### config.mk
export PLATFORM = sky130hd
export DESIGN_NAME = row_pixel_streamer_flat
export DESIGN_NICKNAME = d
export VERILOG_FILES = /design/src/rtl/row_pixel_streamer_pkg.sv /design/src/rtl/row_pixel_streamer_if.sv /design/src/rtl/row_pixel_streamer_led_shift_out.sv /design/src/rtl/row_pixel_streamer.sv /design/src/flat_wrapper.sv
export SDC_FILE = /design/constraint.sdc
export NUM_CORES = 1
export LEC_CHECK = 0
export ABC_AREA = 1
export BUFFER_PORTS_ARGS = -buffer_cell sky130_fd_sc_hd__clkbuf_2
export CORE_UTILIZATION = 49
export CTS_BUF_LIST = sky130_fd_sc_hd__clkbuf_8
export DETAILED_ROUTE_END_ITERATION = 12
export PLACE_DENSITY_LB_ADDON = 0.2
export SKIP_CTS_REPAIR_TIMING = 1
export SKIP_LAST_GASP = 1
export SYNTH_ARGS = -nofsm -noshare
export SYNTH_HDL_FRONTEND = slang
export SYNTH_SLANG_ARGS = --single-unit
### constraint.sdc
create_clock -name clk -period 7.6 [get_ports clk]
set_clock_uncertainty 0.2 [all_clocks]
set_input_delay 0.38 -clock clk [delete_from_list [all_inputs] [get_ports clk]]
set_output_delay 0.38 -clock clk [all_outputs]
set_load 0.005 [all_outputs]
### src/rtl/row_pixel_streamer_pkg.sv
// Shared types and helpers for the row pixel streamer: FSM state encoding,
// pixel type and frame-buffer address width.
package row_pixel_streamer_pkg;

    typedef enum logic [2:0] {
        IDLE,
        FETCH,
        LOAD,
        SHIFT,
        LATCH
    } state_e;

    localparam int PIX_BITS_DEFAULT = 24;
    typedef logic [PIX_BITS_DEFAULT-1:0] pixel_t;

    // Address is {bank, arm, row, col}.
    function automatic int addr_width(input int h, input int w);
        return 2 + $clog2(h) + $clog2(w);
    endfunction

endpackage

### src/rtl/row_pixel_streamer_if.sv
// Frame-buffer read port: the streamer drives address and strobe, the
// buffer returns pixel data one cycle after the strobe.
interface row_pixel_streamer_if
    import row_pixel_streamer_pkg::*;
#(
    parameter int AW       = addr_width(1024, 32),
    parameter int PIX_BITS = PIX_BITS_DEFAULT
);
    logic [AW-1:0]       mem_addr;
    logic                mem_rd;
    logic [PIX_BITS-1:0] mem_rdata;

    modport master (output mem_addr, output mem_rd, input mem_rdata);
    modport slave  (input mem_addr, input mem_rd, output mem_rdata);
endinterface

### src/rtl/row_pixel_streamer_led_shift_out.sv
// MSB-first pixel serializer for the LED driver chain. Each bit is presented
// with sclk low for CLK_DIV cycles, then high for CLK_DIV cycles.
module led_shift_out #(
    parameter int PIX_BITS = 24,
    parameter int CLK_DIV  = 1
) (
    input  logic                clk,
    input  logic                reset,
    input  logic                load,
    input  logic [PIX_BITS-1:0] data,
    output logic                done,
    output logic                sclk,
    output logic                sdata
);
    localparam int BW = $clog2(PIX_BITS);
    localparam int DW = (CLK_DIV > 1) ? $clog2(CLK_DIV) : 1;
    localparam logic [BW-1:0] LAST_BIT = BW'(PIX_BITS - 1);
    localparam logic [DW-1:0] LAST_DIV = DW'(CLK_DIV - 1);

    // Remaining bits after the one currently on sdata.
    logic [PIX_BITS-2:0] sreg;
    logic [BW-1:0]       bit_cnt;
    logic [DW-1:0]       div_cnt;
    logic                active;
    logic                phase_end;

    assign phase_end = active && (div_cnt == LAST_DIV);
    assign done      = phase_end && sclk && (bit_cnt == LAST_BIT);

    // NOTE: sequential state uses non-blocking assignments so every register
    // samples pre-edge values; blocking here would create order-dependent races.
    always_ff @(posedge clk or posedge reset) begin
        if (reset) begin
            sreg    <= '0;
            bit_cnt <= '0;
            div_cnt <= '0;
            active  <= 1'b0;
            sclk    <= 1'b0;
            sdata   <= 1'b0;
        end else if (load) begin
            sreg    <= data[PIX_BITS-2:0];
            sdata   <= data[PIX_BITS-1];
            sclk    <= 1'b0;
            active  <= 1'b1;
            div_cnt <= '0;
            bit_cnt <= '0;
        end else if (active) begin
            if (!phase_end) begin
                div_cnt <= div_cnt + 1'b1;
            end else begin
                div_cnt <= '0;
                if (!sclk) begin
                    sclk <= 1'b1;
                end else begin
                    // Falling edge: advance to the next bit or go quiet.
                    sclk <= 1'b0;
                    if (bit_cnt == LAST_BIT) begin
                        active <= 1'b0;
                        sdata  <= 1'b0;
                    end else begin
                        sdata   <= sreg[PIX_BITS-2];
                        sreg    <= {sreg[PIX_BITS-3:0], 1'b0};
                        bit_cnt <= bit_cnt + 1'b1;
                    end
                end
            end
        end
    end

endmodule

### src/rtl/row_pixel_streamer.sv
// Fetches both arms' pixels for each new row pair from the frame buffer and
// streams them into the blade LED driver chain, then latches.
module row_pixel_streamer
    import row_pixel_streamer_pkg::*;
#(
    parameter int IMG_HEIGHT = 1024,
    parameter int IMG_WIDTH  = 32,
    parameter int PIX_BITS   = 24,
    parameter int CLK_DIV    = 1,
    localparam int RW        = $clog2(IMG_HEIGHT)
) (
    input  logic                  clk,
    input  logic                  reset,
    input  logic [RW-1:0]         row,
    input  logic [RW-1:0]         rowEven,
    input  logic                  valid,
    input  logic                  index,
    input  logic                  rowChange,
    row_pixel_streamer_if.master  mem,
    output logic                  led_sclk,
    output logic                  led_sdata,
    output logic                  led_latch,
    output logic                  busy,
    output logic                  overrun
);
    localparam int CW = $clog2(IMG_WIDTH);
    localparam int DW = (CLK_DIV > 1) ? $clog2(CLK_DIV) : 1;
    localparam logic [CW-1:0] LAST_COL = CW'(IMG_WIDTH - 1);
    localparam logic [DW-1:0] LAST_LAT = DW'(CLK_DIV - 1);

    state_e        state, next_state;
    logic          req_bank, pend_bank, pend_valid;
    logic [RW-1:0] req_row, req_row_even, pend_row, pend_row_even;
    logic          arm;
    logic [CW-1:0] col;
    logic [DW-1:0] lat_cnt;
    logic          accept, start_new, start_pend, store_pend;
    logic          shift_done, latch_last, col_last;

    assign accept     = rowChange && valid;
    assign latch_last = (state == LATCH) && (lat_cnt == LAST_LAT);
    assign col_last   = (col == LAST_COL);
    assign store_pend = accept && (state != IDLE) && !start_new;

    always_ff @(posedge clk or posedge reset) begin
        if (reset) state <= IDLE;
        else       state <= next_state;
    end

    // NOTE: every combinational output gets a default first, so no path
    // through the case leaves a signal unassigned and infers a latch.
    always_comb begin
        next_state = state;
        start_new  = 1'b0;
        start_pend = 1'b0;
        case (state)
            IDLE: if (accept) begin
                next_state = FETCH;
                start_new  = 1'b1;
            end
            FETCH: next_state = LOAD;
            LOAD:  next_state = SHIFT;
            SHIFT: if (shift_done) next_state = (col_last && arm) ? LATCH : FETCH;
            LATCH: if (latch_last) begin
                // A fresh accept in the final latch cycle wins over a stored one.
                if (accept) begin
                    next_state = FETCH;
                    start_new  = 1'b1;
                end else if (pend_valid && valid) begin
                    next_state = FETCH;
                    start_pend = 1'b1;
                end else begin
                    next_state = IDLE;
                end
            end
            default: next_state = IDLE;
        endcase
    end

    always_ff @(posedge clk or posedge reset) begin
        if (reset) begin
            req_bank      <= 1'b0;
            req_row       <= '0;
            req_row_even  <= '0;
            pend_valid    <= 1'b0;
            pend_bank     <= 1'b0;
            pend_row      <= '0;
            pend_row_even <= '0;
            arm           <= 1'b0;
            col           <= '0;
            lat_cnt       <= '0;
            overrun       <= 1'b0;
        end else begin
            overrun <= accept && pend_valid;
            lat_cnt <= (state == LATCH) ? lat_cnt + 1'b1 : '0;

            if (start_new) begin
                req_bank     <= index;
                req_row      <= row;
                req_row_even <= rowEven;
            end else if (start_pend) begin
                req_bank     <= pend_bank;
                req_row      <= pend_row;
                req_row_even <= pend_row_even;
            end

            if (store_pend) begin
                pend_valid    <= 1'b1;
                pend_bank     <= index;
                pend_row      <= row;
                pend_row_even <= rowEven;
            end else if (start_new || start_pend || !valid) begin
                pend_valid <= 1'b0;
            end

            if (start_new || start_pend) begin
                arm <= 1'b0;
                col <= '0;
            end else if (state == SHIFT && shift_done) begin
                col <= col_last ? '0 : col + 1'b1;
                if (col_last) arm <= ~arm;
            end
        end
    end

    assign mem.mem_addr = {req_bank, arm, (arm ? req_row_even : req_row), col};
    assign mem.mem_rd   = (state == FETCH);
    assign led_latch    = (state == LATCH);
    assign busy         = (state != IDLE);

    led_shift_out #(
        .PIX_BITS (PIX_BITS),
        .CLK_DIV  (CLK_DIV)
    ) u_shift (
        .clk   (clk),
        .reset (reset),
        .load  (state == LOAD),
        .data  (mem.mem_rdata),
        .done  (shift_done),
        .sclk  (led_sclk),
        .sdata (led_sdata)
    );

endmodule
### src/flat_wrapper.sv
// flat-port wrapper written by rule: the top's interface ports become plain ports
module row_pixel_streamer_flat import row_pixel_streamer_pkg::*;
#(
    parameter int IMG_HEIGHT = 1024,
    parameter int IMG_WIDTH  = 32,
    parameter int PIX_BITS   = 24,
    parameter int CLK_DIV    = 1,
    localparam int RW        = $clog2(IMG_HEIGHT)
)
  (clk, reset, row, rowEven, valid, index, rowChange, led_sclk, led_sdata, led_latch, busy, overrun, mem_mem_addr, mem_mem_rd, mem_mem_rdata);
  row_pixel_streamer_if #(.PIX_BITS(PIX_BITS)) mem_i ();
  input  logic clk;
  input  logic reset;
  input  logic [RW-1:0] row;
  input  logic [RW-1:0] rowEven;
  input  logic valid;
  input  logic index;
  input  logic rowChange;
  output logic led_sclk;
  output logic led_sdata;
  output logic led_latch;
  output logic busy;
  output logic overrun;
  output wire logic [$bits(mem_i.mem_addr)-1:0] mem_mem_addr;
  output wire logic [$bits(mem_i.mem_rd)-1:0] mem_mem_rd;
  input wire logic [$bits(mem_i.mem_rdata)-1:0] mem_mem_rdata;
  assign mem_mem_addr = mem_i.mem_addr;
  assign mem_mem_rd = mem_i.mem_rd;
  assign mem_i.mem_rdata = mem_mem_rdata;
  row_pixel_streamer #(.IMG_HEIGHT(IMG_HEIGHT), .IMG_WIDTH(IMG_WIDTH), .PIX_BITS(PIX_BITS), .CLK_DIV(CLK_DIV)) u_core (.clk(clk), .reset(reset), .row(row), .rowEven(rowEven), .valid(valid), .index(index), .rowChange(rowChange), .mem(mem_i), .led_sclk(led_sclk), .led_sdata(led_sdata), .led_latch(led_latch), .busy(busy), .overrun(overrun));
endmodule
==> impl_metrics.toml <==
[clocking]
clock_latency_ns = 0.37
cts_root_buffer = "clkbuf_8"
clk_pin_slew_ns = 0.10
h-tree-depth = 3
cts_tree = "yes"
cts_buffers = 9
clock_path_buffers = 2
clock-sinks = 86

[detailed_routing]
drc_errors = 0
vias_per_cell = 5.13
first_iter_violations = 246
ant_nets = 0
avgRoutedWirePerCell_um = 12.9
firstDrtPassIters = 6
drt_wl_total_mm = 9.07
vias = 3604

[floorplan]
pin_count = 72
start_util_pct = 51.4
die_area_um2 = 9130
die_h_um = 95.6
num_rows = 33
chipWidth_um = 95.6
core_um2 = 8340

[synthesis]
yosysSeqAreaShare_pct = 50.2
synthXorXnorAreaFrac_pct = 0.408
synth_mux_area_share_pct = 2.62
ys_types = 27
synth_fa_ha_area_share_pct = 0.875
netlist_instances = 535
synthSimpleGateAreaFrac_pct = 35.2
syn_nets = 587
yosysWarnings = 0
postSynthAreaPerCell_um2 = 8.02
synth-compound-area-share_pct = 4.26
synth_area_um2 = 4290
synth_top_family_by_area = "simple AND/OR/NAND/NOR gates"
synth_seq_cells = 86
post-synth-top-area-cell = "dfrtp_1"
synthTopCellsByArea = "dfrtp_1 50%, nand2_1 22%, nand3_1 5.9%, o21ai_0 3.4%, mux2_2 2.6%"
synth.top_cell.area_share_pct = 50.2

[final_layout]
area_delta_synth_final_pct = 12.2
finalNetCount = 645
final_layout_size_suffix_gt1_share_pct = 21.2
num_antenna_cells = 0
nFillCells = 798
multi_input_area_um2 = 1860
ff_latch_area_um2 = 2150

[timing]
worst_pin_slew_ns = 1.06
worst_slack_ns = 5.05
fin_setup_tns_ns = 0
maxSlewViolCount = 0
rsz0062_at_grt = "false"
hold-worst-slack_ns = 0.0237
min_period_ns = 2.55
fmax_ghz = 0.393
hold_viol_final = 0
finalCritPeriodShare_pct = 33.5
setup_viol = 0
slew_headroom_pct = 29.0

[global_route]
antenna_found_initial = 0
grt_pass1_vias = 3375
grt.overflow.total = 0
grt_pass1_wl_mm = 15.1
grt_max_degree = 87
track_usage_pct = 21.5

[outcome]
outcome = "completed"

[flow_run]
drv_cap = 0

[power]
power_leakage_uw = 0.00270
vdd_drop_max_v = 0.0000929
power.density_nw_per_um2 = 180

[placement]
port_buffers = 71
hpwl_mm = 5.96
pre_cts_ws_ns = 4.69
place_congestion = 0.772

[critical_path]
setup.worst_path.end_class = "flop"
critPathLaunchType = "primary input"
worstPathMaxFanout = 23
setup.worst_path.class = "in -> reg"
cp.arrival_ns = 2.57
critPathMaxStageDelay_ns = 0.61
cp_slowest_cell = "nand2_1"
cpMostUsedCell = "nand2_1"
worstPathCellList = "clkbuf_2 > nand2_1 > inv_1 > nand2_1 > inv_1 > nand2_1 > o21ai_0"
cp.required_ns = 7.62

[hold_path]
hold_path_class = "in -> reg"
[cell usage in the layout, fill, tap and decap left out]
cell type      count
clkbuf_8           9
inv_6              1
nand3_2            3
nand3_1           51
mux2_2            10
xor2_1             2
o22ai_2            1
nor3_1             4
dfrtp_1           86
nand2_4            1
nand2_1          250
inv_1             22
a21oi_1            5
bufinv_16          1
nand2_2           14
nor2_4             1
buf_4              1
ha_1               3
clkinv_2           2
clkinvlp_4         4
dlygate4sd3_1      1
nand3b_1           1
inv_2              3
nor2_1            12
o21ai_0           29
nand4_1            5
clkbuf_2          71
nor2_8             3
nor2_2             2
[cell usage after synthesis, drive strengths merged]
library cell	n
nand2	265
dfrtp	86
nand3	54
o21ai	29
inv	26
buf	22
nor2	18
mux2	10
a21oi	5
nand4	5
clkbuf	4
nor3	4
ha	3
xor2	2
nand3b	1
o22ai	1
[registers in the layout, summed over array words and instances (netlist names), 3 cells and up]
| signal | cells |
|---|---|
| u_core.pend_row_even | 10 |
| u_core.req_row_even | 10 |
| u_core.u_shift.sreg | 23 |
| u_core.u_shift.bit_cnt | 5 |
| u_core.req_row | 10 |
| u_core.pend_row | 10 |
| u_core.state | 3 |
| u_core.col | 5 |
[routing by layer]
metal	vias up	GRT usage, %	share of wire (%)
li1	1804	-	-
met1	1692	28.7	46
met2	96	33.8	47
met3	12	6.30	5.6
met4	0	6.47	1.4
met5	-	0	0
[final cells by class]
| cell class | count | area share (%) |
|---|---|---|
| Timing Repair Buffer | 73 | 7.75 |
| Tap cell | 105 | 2.73 |
| Clock inverter | 7 | 1.53 |
| Clock buffer | 9 | 2.57 |
| Inverter | 26 | 2.05 |
| Multi-Input combinational cell | 397 | 38.7 |
| Sequential cell | 86 | 44.7 |
[worst max-delay path, delay by kind of cell]
kind            cells  cell delay (ns)
buf+inv             3             0.77
simple gates        3             1.32
compound gates      1             0.09
[final timing paths]
kind                                        from                endpoint  slack [ns]  cells after the start
max                                        valid        u_core.pend_bank        5.05                      7
min                             mem_mem_rdata[1]  u_core.u_shift.sreg[1]        0.02                      3
max reg2reg                      u_core.state[1]        u_core.pend_bank        5.07                      6
min reg2reg                u_core.u_shift.active  u_core.u_shift.div_cnt        0.28                      1
max in group asynchronous                  reset              u_core.arm        6.39                      3
min in group asynchronous                  reset  u_core.u_shift.sreg[7]        0.14                      3
[report_power, final]
part           internal, µW  leakage, µW  switching (µW)
Combinational          23.6      0.00151            38.6
Sequential              474      0.00110            7.64
Clock                   152    0.0000879             171
[stage by stage]
| step | cell area, µm² | instances | utilization, % | total power, µW |
|---|---|---|---|---|
| after floorplan | 4290 | 535 | - | 527 |
| after global placement | 4610 | 686 | 55.2 | 553 |
| after detailed placement | 4610 | 686 | 55.2 | 553 |
| after CTS | 4800 | 702 | 57.6 | 876 |
| after global routing | 4810 | 703 | 57.7 | 909 |
| final | 4810 | 703 | 57.7 | 867 |
[logic make-up after synthesis]
group,after synthesis
AO/OA/AOI/OAI,35
XOR/XNOR,2
adder cells (fa/ha/maj),3
buffers and inverters,52
flip-flops,86
multiplexers,10
AND/OR/NAND/NOR,347
Power figures use the tool's default switching activity.
